==> config.mk <==
export PLATFORM = sky130hd
export DESIGN_NAME = ctrl_seq
export DESIGN_NICKNAME = d
export VERILOG_FILES = /design/src/rtl/ctrl_seq_pkg.sv /design/src/rtl/ctrl_seq_decode.sv /design/src/rtl/ctrl_seq.sv
export SDC_FILE = /design/constraint.sdc
export NUM_CORES = 1
export LEC_CHECK = 0
export CELL_PAD_IN_SITES_DETAIL_PLACEMENT = 1
export CELL_PAD_IN_SITES_GLOBAL_PLACEMENT = 1
export CORE_ASPECT_RATIO = 0.75
export CORE_UTILIZATION = 33
export CTS_CLUSTER_DIAMETER = 120
export DETAILED_ROUTE_END_ITERATION = 6
export HOLD_SLACK_MARGIN = 0.1
export PLACE_DENSITY = 0.85
export SETUP_SLACK_MARGIN = 0.02
export SKIP_CTS_REPAIR_TIMING = 1
export SLEW_MARGIN = 30
export SYNTH_ARGS = -nofsm -noshare
export SYNTH_HDL_FRONTEND = slang
export SYNTH_SLANG_ARGS = --single-unit
==> constraint.sdc <==
create_clock -name Clk -period 4.57 [get_ports Clk]
set_input_delay 0.914 -clock Clk [delete_from_list [all_inputs] [get_ports Clk]]
set_output_delay 0.914 -clock Clk [all_outputs]
set_load 0.1 [all_outputs]
==> src/rtl/ctrl_seq_pkg.sv <==
// Shared definitions for the microsequencer and its datapath: opcodes,
// register indices, bus/ALU encodings, sequencer states and the control word.
package ctrl_seq_pkg;

  localparam int unsigned DATA_W = 8;
  localparam int unsigned NREG   = 5;
  localparam int unsigned BUS_W  = 3;
  localparam int unsigned ALU_W  = 2;

  // Register indices into the Wen/INC/CLR vectors
  localparam int unsigned REG_PC = 0;
  localparam int unsigned REG_AR = 1;
  localparam int unsigned REG_IR = 2;
  localparam int unsigned REG_AC = 3;
  localparam int unsigned REG_R  = 4;

  // One-hot strobe masks, one per register
  localparam logic [NREG-1:0] M_PC = NREG'(1 << REG_PC);
  localparam logic [NREG-1:0] M_AR = NREG'(1 << REG_AR);
  localparam logic [NREG-1:0] M_IR = NREG'(1 << REG_IR);
  localparam logic [NREG-1:0] M_AC = NREG'(1 << REG_AC);
  localparam logic [NREG-1:0] M_R  = NREG'(1 << REG_R);

  // Shared-bus source encodings
  localparam logic [BUS_W-1:0] BUS_PC  = 3'd0;
  localparam logic [BUS_W-1:0] BUS_AR  = 3'd1;
  localparam logic [BUS_W-1:0] BUS_IR  = 3'd2;
  localparam logic [BUS_W-1:0] BUS_AC  = 3'd3;
  localparam logic [BUS_W-1:0] BUS_R   = 3'd4;
  localparam logic [BUS_W-1:0] BUS_MEM = 3'd5;

  // ALU operations feeding AC
  localparam logic [ALU_W-1:0] ALU_PASS = 2'd0;
  localparam logic [ALU_W-1:0] ALU_ADD  = 2'd1;

  // Instruction set
  localparam logic [DATA_W-1:0] OP_NOP  = 8'h00;
  localparam logic [DATA_W-1:0] OP_MVAC = 8'h01;
  localparam logic [DATA_W-1:0] OP_MVR  = 8'h02;
  localparam logic [DATA_W-1:0] OP_ADD  = 8'h03;
  localparam logic [DATA_W-1:0] OP_INAC = 8'h04;
  localparam logic [DATA_W-1:0] OP_CLAC = 8'h05;
  localparam logic [DATA_W-1:0] OP_LDI  = 8'h06;
  localparam logic [DATA_W-1:0] OP_JMP  = 8'h07;
  localparam logic [DATA_W-1:0] OP_JPNZ = 8'h08;
  localparam logic [DATA_W-1:0] OP_HALT = 8'hFF;

  typedef enum logic [2:0] {
    ST_IDLE,
    ST_INIT,
    ST_FETCH1,
    ST_FETCH2,
    ST_DECODE,
    ST_EX0,
    ST_EX1,
    ST_HALT
  } state_e;

  // Control word driven onto the datapath each cycle
  typedef struct packed {
    logic [NREG-1:0]  wen;
    logic [NREG-1:0]  inc;
    logic [NREG-1:0]  clr;
    logic [BUS_W-1:0] bus_sel;
    logic [ALU_W-1:0] alu_op;
    logic             mem_rd;
  } ctrl_t;

  // Opcodes the sequencer recognises
  function automatic logic is_known_op(input logic [DATA_W-1:0] op);
    return (op <= OP_JPNZ) || (op == OP_HALT);
  endfunction

  // Instructions that need a second, memory-reading execute step
  function automatic logic needs_ex1(input logic [DATA_W-1:0] op, input logic z);
    return (op == OP_LDI) || (op == OP_JMP) || ((op == OP_JPNZ) && !z);
  endfunction

endpackage

==> src/rtl/ctrl_seq_decode.sv <==
// Combinational decode of sequencer state + latched opcode into the control word.
module ctrl_seq_decode
  import ctrl_seq_pkg::*;
(
  input  state_e            state,
  input  logic [DATA_W-1:0] op_q,
  input  logic              z_q,
  input  logic              mem_rdy,
  input  logic [DATA_W-1:0] ir_in,
  output ctrl_t             ctrl_c,
  output logic              busy_c,
  output logic              halted_c,
  output logic              illegal_c
);

  // Strobes per state; memory-completion strobes gated by mem_rdy
  always_comb begin
    ctrl_c    = '0;
    busy_c    = (state != ST_IDLE) && (state != ST_HALT);
    halted_c  = (state == ST_HALT);
    illegal_c = 1'b0;
    case (state)
      ST_INIT: ctrl_c.clr = '1;
      ST_FETCH1: begin
        ctrl_c.bus_sel = BUS_PC;
        ctrl_c.wen     = M_AR;
      end
      ST_FETCH2: begin
        ctrl_c.mem_rd  = 1'b1;
        ctrl_c.bus_sel = BUS_MEM;
        if (mem_rdy) begin
          ctrl_c.wen = M_IR;
          ctrl_c.inc = M_PC;
        end
      end
      ST_DECODE: illegal_c = !is_known_op(ir_in);
      ST_EX0: begin
        case (op_q)
          OP_MVAC: begin
            ctrl_c.bus_sel = BUS_AC;
            ctrl_c.wen     = M_R;
          end
          OP_MVR: begin
            ctrl_c.bus_sel = BUS_R;
            ctrl_c.alu_op  = ALU_PASS;
            ctrl_c.wen     = M_AC;
          end
          OP_ADD: begin
            ctrl_c.bus_sel = BUS_R;
            ctrl_c.alu_op  = ALU_ADD;
            ctrl_c.wen     = M_AC;
          end
          OP_INAC: ctrl_c.inc = M_AC;
          OP_CLAC: ctrl_c.clr = M_AC;
          OP_LDI, OP_JMP: begin
            ctrl_c.bus_sel = BUS_PC;
            ctrl_c.wen     = M_AR;
          end
          OP_JPNZ: begin
            if (z_q) begin
              ctrl_c.inc = M_PC;
            end else begin
              ctrl_c.bus_sel = BUS_PC;
              ctrl_c.wen     = M_AR;
            end
          end
          default: ;
        endcase
      end
      ST_EX1: begin
        ctrl_c.mem_rd  = 1'b1;
        ctrl_c.bus_sel = BUS_MEM;
        if (op_q == OP_LDI) begin
          ctrl_c.alu_op = ALU_PASS;
          if (mem_rdy) begin
            ctrl_c.wen = M_AC;
            ctrl_c.inc = M_PC;
          end
        end else if (mem_rdy) begin
          ctrl_c.wen = M_PC;
        end
      end
      default: ;
    endcase
  end

endmodule

==> src/rtl/ctrl_seq.sv <==
// Fetch-decode-execute microsequencer for the 8-bit bus datapath.
module ctrl_seq
  import ctrl_seq_pkg::*;
(
  input  logic              Clk,
  input  logic              RST,
  input  logic              Start,
  input  logic [DATA_W-1:0] IR_in,
  input  logic              Zflag,
  input  logic              MemRdy,
  output logic [NREG-1:0]   Wen,
  output logic [NREG-1:0]   INC,
  output logic [NREG-1:0]   CLR,
  output logic [BUS_W-1:0]  BusSel,
  output logic [ALU_W-1:0]  AluOp,
  output logic              MemRd,
  output logic              Busy,
  output logic              Halted,
  output logic              IllegalOp
);

  state_e            state_q, state_d;
  logic [DATA_W-1:0] op_q;
  logic              z_q;
  ctrl_t             ctrl_c;

  // State register; reset returns to IDLE so all strobes drop at once
  always_ff @(posedge Clk or negedge RST) begin
    if (!RST) state_q <= ST_IDLE;
    else      state_q <= state_d;
  end

  // Opcode and zero flag captured during DECODE for the execute steps
  always_ff @(posedge Clk or negedge RST) begin
    if (!RST) begin
      op_q <= '0;
      z_q  <= 1'b0;
    end else if (state_q == ST_DECODE) begin
      op_q <= IR_in;
      z_q  <= Zflag;
    end
  end

  // Next-state sequencing
  always_comb begin
    state_d = state_q;
    case (state_q)
      ST_IDLE:   if (Start) state_d = ST_INIT;
      ST_INIT:   state_d = ST_FETCH1;
      ST_FETCH1: state_d = ST_FETCH2;
      ST_FETCH2: if (MemRdy) state_d = ST_DECODE;
      ST_DECODE: begin
        if (IR_in == OP_HALT)                             state_d = ST_HALT;
        else if ((IR_in == OP_NOP) || !is_known_op(IR_in)) state_d = ST_FETCH1;
        else                                              state_d = ST_EX0;
      end
      ST_EX0:    state_d = needs_ex1(op_q, z_q) ? ST_EX1 : ST_FETCH1;
      ST_EX1:    if (MemRdy) state_d = ST_FETCH1;
      ST_HALT:   state_d = ST_HALT;
      default:   state_d = ST_IDLE;
    endcase
  end

  ctrl_seq_decode u_decode (
    .state     (state_q),
    .op_q      (op_q),
    .z_q       (z_q),
    .mem_rdy   (MemRdy),
    .ir_in     (IR_in),
    .ctrl_c    (ctrl_c),
    .busy_c    (Busy),
    .halted_c  (Halted),
    .illegal_c (IllegalOp)
  );

  assign Wen    = ctrl_c.wen;
  assign INC    = ctrl_c.inc;
  assign CLR    = ctrl_c.clr;
  assign BusSel = ctrl_c.bus_sel;
  assign AluOp  = ctrl_c.alu_op;
  assign MemRd  = ctrl_c.mem_rd;

endmodule

==> results.md <==
- Total grt overflow: 0
- Most common cell in the netlist: dfrtp_1
- RSZ-0062 raised after global routing: no
- Critical path cell sequence: nor4_1, nand3b_1, nor4_1, clkdlybuf4s50_1
- PortBufs: 32
- Ys Warns: 0
- Die height: 47.00 µm
- First-pass DRT Iterations: 4
- Register area share after synthesis: 0.3371
- H-tree levels: 1
- Die area: about 2900 µm²
- Placeable core area: 2421 µm²
- Post-route ant nets: 0
- Distinct cell type count after synthesis: 34
- Async SR Flop Fraction: 1.000
- Std cell rows: 15
- CP Max Fanout: 3
- Crit share post-route: 0.7775
- Iteration-0 DRC count of the detailed router: 41
- Fmax: 0.2814 GHz
- CP most frequent cell: nor4_1
- Final setup viols: 0
- Maxcap violations: 0
- CP delay by family, top: buffers and inverters
- Top-area cell type share of the netlist area: 0.3371
- # diodes: 0
- CP Data Required Time: ~3.7 ns
- Starting density of the core: 0.3680
- Share of layout cells above drive strength 1: 0.2381
- CP endpoint kind: output pin
- Arrival @ worst endpoint: ~2.6 ns
- Bufs and invs on worst path: 1
- Seq cells post-synth: 12
- Syn Area/Cell: slightly above 9 µm²
- Final Max Slew Viols: 0
- Clock Latency Late Sink: 0.28 ns
- Antenna violations before repair: 0
- WL per Instance: 15.43 µm
- Synthesized area: 890.9 µm²
- Clock Path Buffers: 2
- Global placer's final weighted congestion: 0.7364
- Area leader, netlist: dfrtp_1
- Clock tree from TritonCTS: built
- Num Clock Sinks: 12
- Clock root cell: clkbuf_4
- Slowest CP cell: clkdlybuf4s50_1
- First-pass GRT wire length: 3760 µm
- Clock slew at reported path FFs: around 0.080 ns
- Synth cell count leaders: dfrtp_1 (12), mux2_2 (9), nor2_1 (8), a21oi_1 (7), buf_4 (7)
- Tightest Hold Check Type: reg2reg
- Final HPWL DP: between 1500 and 2000 µm
- Syn-to-layout area delta: 34.13%
- DR vias/cell: 5.350
- Main flop type after synthesis: dfrtp_1
- DR vias: 856
- Die width: 62.00 µm
- Worst Setup Start Kind: register
- Worst Max-Slew Pin Slew: 0.9702 ns
- Number of global-route vias before repair: between 700 and 800
- Final Critical Period: 3.553 ns
- Total GRT Usage: 0.1890
- Synth Instances: between 90 and 100
- Drt drc: 0
- Crit-path max cell delay: around 1.2 ns
- Status: completed
- Top post-synthesis cells by area: dfrtp_1 (34%), mux2_2 (11%), buf_4 (5.9%)
- Setup TNS Final: 0 ns
- Setup CP Type: reg2out
- Final wirelength: 2469 µm
- Largest net degree at the start of global routing: 15
- Nets: 140
- Normalized max-slew margin: 0.3511
- Final hold vios: 0
- EDFF count, synth: 0
- Worst Skew: ~0.0037 ns
- Total CTS buffers: 3
- I/O pin cnt: 37
==> routing by layer <==
layer,routed length [µm],track usage,part of all wire
met4,12,0.04000,0.0049
met5,0,0,0
met3,164,0.06336,0.066
met2,1208,0.3234,0.49
met1,1084,0.2336,0.44
==> stage by stage <==
| stage | setup slack (ns) | std cells | instance area [µm²] | hold slack (ns) | utilization |
|---|---|---|---|---|---|
| final | 1.017 | 160 | 1195 | 0.5670 | 0.4935 |
| after global routing | 0.7701 | 160 | 1195 | 0.5950 | 0.4935 |
| after CTS | 1.005 | 160 | 1195 | 0.5724 | 0.4935 |
| after detailed placement | 1.238 | 156 | 1159 | 0.5477 | 0.4786 |
| after global placement | 1.271 | 156 | 1159 | 0.5199 | 0.4786 |
| after floorplan | 0.04123 | 101 | 902.1 | 0.5047 | - |
==> worst paths after layout <==
kind                                     endpoint  slack (ns)  cells after the start                   start
min in group asynchronous  state_q[1]$_DFFE_PN0P_        0.97                      1                     RST
setup / recovery                           INC[3]        1.02                      4     op_q[5]$_DFFE_PN0N_
max in group asynchronous     op_q[0]$_DFFE_PN0N_        3.24                      1                     RST
setup reg to reg              op_q[6]$_DFFE_PN0N_        2.49                      3  state_q[0]$_DFFE_PN0P_
hold / removal                op_q[6]$_DFFE_PN0N_        0.57                      1     op_q[6]$_DFFE_PN0N_
hold reg to reg               op_q[6]$_DFFE_PN0N_        0.57                      1     op_q[6]$_DFFE_PN0N_
==> flip-flops by register name (all words and copies together), names as in the netlist <==
signal,cells
op_q,8
state_q,3
z_q,1
==> cell type report <==
| cell class | count | area, µm² |
|---|---|---|
| multi-input combinational | 75 | 514.2 |
| tap | 34 | 42.54 |
| clock buffer | 4 | 36.28 |
| fill | 284 | 1226 |
| timing repair buffer | 32 | 290.3 |
| inverter | 3 | 11.26 |
| sequential | 12 | 300.3 |
==> layout by cell type, fill, tap and decap left out, types with 3 or more instances in the layout <==
cell type / n
clkdlybuf4s50_1: 20
dfrtp_1: 12
buf_4: 12
mux2_2: 9
nor2_1: 8
a21oi_1: 7
nand2_1: 5
nand3b_1: 4
nor3_1: 4
conb_1: 4
nand3_1: 3
nand4_1: 3
inv_1: 3
nand2b_1: 3
o21ai_0: 3
clkbuf_4: 3
==> cells by family (layout without fill, tap and decap cells) <==
logic type | after synthesis | count (layout) | synth area share
AO/OA/AOI/OAI | 15 | 15 | 0.1053
AND/OR/NAND/NOR | 47 | 47 | 0.3413
flip-flops | 12 | 12 | 0.3371
other | 1 | 4 | 0.004209
multiplexers | 9 | 9 | 0.1138
buffers and inverters | 14 | 39 | 0.09831
Power is not shown: default switching activity piles up to over one toggle a cycle in this logic, so the estimate is an artifact.
